[src/rtl/audio_envelope_detector.sv]
// Block-averaged absolute-value envelope with a hysteresis/hold-off event detector.
// Produces the packed status word that software reads through filtered_signal.
module audio_envelope_detector #(
    parameter int          DATA_W      = 16,
    parameter int          WIN_LOG2    = 8,
    parameter logic [15:0] THRESH_ON   = 16'd4000,
    parameter logic [15:0] THRESH_OFF  = 16'd2000,
    parameter int          HOLDOFF_WIN = 4
) (
    input  logic              clk,
    input  logic              reset,
    input  logic              sample_valid,
    input  logic [DATA_W-1:0] raw_data,
    input  logic              clear,
    output logic [31:0]       filtered_signal,
    output logic              event_pulse
);

    localparam int ACC_W  = DATA_W + WIN_LOG2;
    localparam int HOLD_W = $clog2(HOLDOFF_WIN + 1);
    localparam logic [DATA_W-1:0] S_MIN = {1'b1, {(DATA_W-1){1'b0}}};
    localparam logic [DATA_W-1:0] S_MAX = {1'b0, {(DATA_W-1){1'b1}}};

    typedef enum logic [1:0] {
        IDLE    = 2'b00,
        ACTIVE  = 2'b01,
        HOLDOFF = 2'b10
    } state_t;

    logic [DATA_W-1:0]   abs_val;
    logic [DATA_W-1:0]   abs_r;
    logic                valid_r;
    logic [ACC_W-1:0]    acc;
    logic [ACC_W-1:0]    acc_sum;
    logic [WIN_LOG2-1:0] win_cnt;
    logic [DATA_W-1:0]   level_r;
    logic                win_done;
    state_t              state;
    logic [HOLD_W-1:0]   hold_cnt;
    logic [7:0]          event_count;
    logic [15:0]         shown_level;

    // Most negative code has no positive twin, so it saturates to full scale.
    always_comb begin
        abs_val = raw_data;
        if (raw_data[DATA_W-1]) begin
            abs_val = (raw_data == S_MIN) ? S_MAX : (~raw_data + 1'b1);
        end
    end

    assign acc_sum = acc + ACC_W'(abs_r);

    // NOTE: every register here is plain control/datapath state (no memory array), so all of it takes the async reset.
    always_ff @(posedge clk or negedge reset) begin
        if (!reset) begin
            abs_r   <= '0;
            valid_r <= 1'b0;
        end else begin
            valid_r <= sample_valid;
            if (sample_valid) begin
                abs_r <= abs_val;
            end
        end
    end

    always_ff @(posedge clk or negedge reset) begin
        if (!reset) begin
            acc      <= '0;
            win_cnt  <= '0;
            level_r  <= '0;
            win_done <= 1'b0;
        end else begin
            win_done <= 1'b0;
            if (valid_r) begin
                win_cnt <= win_cnt + 1'b1;
                if (win_cnt == '1) begin
                    level_r  <= acc_sum[ACC_W-1:WIN_LOG2];
                    acc      <= '0;
                    win_done <= 1'b1;
                end else begin
                    acc <= acc_sum;
                end
            end
        end
    end

    always_ff @(posedge clk or negedge reset) begin
        if (!reset) begin
            state       <= IDLE;
            hold_cnt    <= '0;
            event_count <= '0;
            shown_level <= '0;
            event_pulse <= 1'b0;
        end else begin
            event_pulse <= 1'b0;
            if (win_done) begin
                shown_level <= level_r;
                case (state)
                    IDLE: begin
                        if (level_r >= THRESH_ON) begin
                            state       <= ACTIVE;
                            event_count <= event_count + 1'b1;
                            event_pulse <= 1'b1;
                        end
                    end
                    ACTIVE: begin
                        if (level_r < THRESH_OFF) begin
                            state    <= HOLDOFF;
                            hold_cnt <= HOLD_W'(HOLDOFF_WIN);
                        end
                    end
                    HOLDOFF: begin
                        // The window that ends hold-off is not checked against THRESH_ON.
                        if (hold_cnt == HOLD_W'(1)) begin
                            state <= IDLE;
                        end else begin
                            hold_cnt <= hold_cnt - 1'b1;
                        end
                    end
                    default: state <= IDLE;
                endcase
            end
            // NOTE: the last non-blocking assignment wins, so clear overrides a same-edge increment.
            if (clear) begin
                event_count <= '0;
            end
        end
    end

    // All fields are registers that only move together at E2 (or on clear), so the word stays coherent.
    assign filtered_signal = {event_count, 6'b0, state, shown_level};

endmodule

[config.mk]
export PLATFORM = sky130hd
export DESIGN_NAME = audio_envelope_detector
export DESIGN_NICKNAME = d
export VERILOG_FILES = /design/src/rtl/audio_envelope_detector.sv
export SDC_FILE = /design/constraint.sdc
export NUM_CORES = 1
export LEC_CHECK = 0
export BUFFER_PORTS_ARGS = -buffer_cell sky130_fd_sc_hd__clkbuf_2
export CAP_MARGIN = 25
export CORE_ASPECT_RATIO = 0.75
export CORE_MARGIN = 2
export CORE_UTILIZATION = 28
export DETAILED_ROUTE_END_ITERATION = 10
export PLACE_DENSITY = 0.46
export SETUP_SLACK_MARGIN = 0.5
export SLEW_MARGIN = 25
export SYNTH_ARGS = -nofsm -noshare
export SYNTH_HDL_FRONTEND = slang
export SYNTH_SLANG_ARGS = --single-unit
[constraint.sdc]
create_clock -name clk -period 4.3 [get_ports clk]
set_clock_uncertainty 0.1 [all_clocks]
set_input_delay 0.86 -clock clk [delete_from_list [all_inputs] [get_ports clk]]
set_output_delay 0.86 -clock clk [all_outputs]
set_load 0.02 [all_outputs]
==> results.md <==
- Outcome: complete, no violations
- Max-Cap Viols: 0
- Average routed wire per standard cell: 14.96 um
- Root Buffer Master: clkbuf_16
- Top cells by area, synth: dfrtp_1 45%, ha_1 5.0%, mux2_2 4.7%
- Drt first pass iters: 4
- Worst reg2reg endpoint: acc[22]
- Wire length after detailed routing: 12550 um
- Logic pwr share: a little over a third
- Setup TNS: 0 ns
- Pleak: approximately 2.8 nW
- Post-synth EDFFs: 0
- Max VDD drop: around 190 uV
- Initial core utilization: approximately 29%
- Fin crit period: about 2.7 ns
- Hold Vio Cnt, Final: 0
- Die width: around 160 um
- IO buf count: between 40 and 50
- Core area: about 19000 um2
- RSZ-0062 raised after global routing: no
- # IOs: 53
- Antenna-violating nets left: 0
- Critical path type: reg -> reg
- Top-area cell type share of the netlist area: a little under half
- Placer Congestion: between 0.8 and 0.9
- Max Clock Freq: 366.9 MHz
- Asr flop ratio synth: 100.0%
- Final Cycle Share: a little under two thirds
- Clock sink count: 96
- Detail Route met2 WL: approximately 4800 um
- Met3 wire length: 690 um
- Die area: 20070 um2
- Worst-skew pair later-pin latency: about 0.35 ns
- NetSw: between 1 and 1.5 mW
- Vias: about 4100
- Max layer used: met4
- Most frequent cell after synthesis: dfrtp_1
- DRC: 0
- Fin nets: 630
- Total gr overflow: 0
- Iter 0 DRT Violations: ~230
- CTS Buffer Depth: 2
- First-pass GRT wire length: roughly 21000 um
- Slew margin rel.: 32.73%
- Met1 WL: 6933 um
- Synth unique cells: between 50 and 60
- Mapped Cells: between 500 and 600
- Crit path required time: roughly 4.5 ns
- DP HPWL: slightly above 9000 um
- Crit end category: flip-flop
- Tightest Pin Transition: approximately 1.0 ns
- Clock share of power: around 28%
- Site Rows: 43
- Post-synthesis sequential area ratio: 45.29%
- Layout cells sized above 1: approximately 16%
- Setup-failing EPs final: 0
- Syn Area/Cell: approximately 9.6 um2
- Pre-CTS WS: between 1.5 and 2 ns
- Hold_sp: win_cnt[6]
- FF+latch count, synth: 96
- R2r setup slk: 1.57 ns
- Yosys top cell by area: dfrtp_1
- Total track usage: 13.35%
- Slowest-stage cell, CP: or4_1
- Switching share of total power: 36.78%
- Seq pwr share: 36.4%
- Largest net degree at the start of global routing: between 60 and 70
- CTS tree: built
- Worst r2r src: abs_r[0]
- Ant. Diodes: 0
- Worst setup SP type: flip-flop
- H-tree levels: 3
- Worst Slack Setup Final: around 1.6 ns
- Hold path endpoint: win_cnt[6]
- Vias in the first global route: just under 4000
- Layout area overhead: 14.70%
- Hold Crit Depth: 1
- R2R cell count: 9
- Vias per inst: just under 5
- Mapped cell area: 5304 um2
- Pwr dens: roughly 520 nW/um2
- Worst hold slack: 0.3664 ns
- Hold Crit Class: reg -> reg
- Post-CTS setup buffers: 0
- CP Data Arrival Time: between 2 and 3 ns
- Max FO, Critical Path: 8
- Num CTS Buffers: 9
- Initial antenna violation count: 0
- Synth Flop Type: dfrtp_1
- Fin util: between 30% and 40%
- Int Power: around 2.0 mW
- Commonest cells in the netlist: 96 x dfrtp_1, 54 x nand2_1, 34 x inv_1, 30 x o21ai_0, 28 x nor2_1
- Clk slew on worst S/H paths: around 0.070 ns
- Fill cells: about 2000
- Crit-path max cell delay: slightly below 0.5 ns
- Post-CTS Hold Buffers: 0
- Crit-path cells: ha_1 -> inv_1 -> fa_1 -> nand2b_1 -> a21oi_1 -> o311ai_2 -> o31a_1 -> or4_1 -> nand3_1
- Die height: about 120 um
- Syn. warnings: 0
- Count of pins over their slew limit: 0
- Post-cts sizing count: 0
-- cells in the final DEF (no fill, tap or decap), drive strengths merged, types with 3 or more instances in the layout --
cell type  instances
a211o              3
a21boi             4
a21o               6
a21oi             27
a31o               3
a31oi             10
and2               7
and3              10
and4               3
buf                5
clkbuf            55
conb               6
dfrtp             96
ha                21
inv               36
mux2              22
nand2             54
nand2b             8
nand3             17
nand4             19
nor2              28
nor2b              3
nor3               9
o2111ai            3
o211ai             9
o21a               7
o21ai             32
o22ai             14
o311ai             3
o31a               3
o31ai              6
or4                6
xnor2             15
xor2              19
-- critical path, delay by kind of cell, from the launching register on --
kind	cells	cell delay, ns
buffers and inverters	1	0.06
adders and majority gates	2	0.58
DFF	1	0.35
and+or+nand+nor	3	0.77
AOI/OAI and AO/OA	3	0.81
-- how the worst max path moves through the flow --
| stage | from | end | cells after the start |
|---|---|---|---|
| global placement | raw_data[10] | abs_r[1] | 7 |
| global route | abs_r[0] | acc[22] | 9 |
| detailed placement | raw_data[10] | abs_r[1] | 7 |
| floorplan | abs_r[0] | level_r[10] | 9 |
| finish | abs_r[0] | acc[22] | 9 |
| CTS | abs_r[0] | acc[22] | 9 |
-- stage by stage --
step                power [mW]  std cells  area (um2)
floorplan                2.017        556        5323
global placement         2.285        824        5757
detailed placement       2.301        824        5757
CTS                      3.210        839        6083
global route             3.422        839        6083
finish                   3.186        839        6083
-- state kept, by name, summed over array words and instances, names as in the netlist --
signal       cells
hold_cnt         3
abs_r           16
event_count      8
valid_r          1
acc             24
shown_level     16
level_r         16
win_done         1
win_cnt          8
state            2
event_pulse      1
-- layout make-up --
| class | count | area [um2] | share of cell area, % |
|---|---|---|---|
| Sequential cell | 96 | 2402 | 39.49 |
| Inverter | 34 | 127.6 | 2.098 |
| Timing Repair Buffer | 50 | 262.8 | 4.319 |
| Multi-Input combinational cell | 397 | 2655 | 43.64 |
| Clock inverter | 5 | 87.58 | 1.440 |
| Clock buffer | 10 | 239.0 | 3.928 |
| Tap cell | 247 | 309.0 | 5.080 |
-- cell families after synthesis --
family                   Yosys count  synth area share (%)
other                              1               0.07070
adder cells (fa/ha/maj)           22                 5.331
AND/OR/NAND/NOR                  174                 16.94
flip-flops                        96                 45.29
multiplexers                      23                 4.860
XOR/XNOR                          34                 5.615
AO/OA/AOI/OAI                    138                 16.89
buffers and inverters             63                 5.001
-- power groups by stage --
stage	Clock, mW	Sequential [mW]	Combinational, mW
after floorplan	0	1.12	0.896
after global placement	0	1.17	1.11
after detailed placement	0	1.17	1.13
after CTS	0.917	1.16	1.14
after global routing	0.959	1.18	1.29
final	0.883	1.16	1.14
-- metal layers --
| layer | vias up | track usage (%) |
|---|---|---|
| met5 | - | 0 |
| met4 | 0 | 4.204 |
| met3 | 10 | 3.019 |
| met2 | 111 | 18.27 |
| met1 | 1927 | 20.53 |
| li1 | 2054 | - |
(Power assumes the default switching activity.)
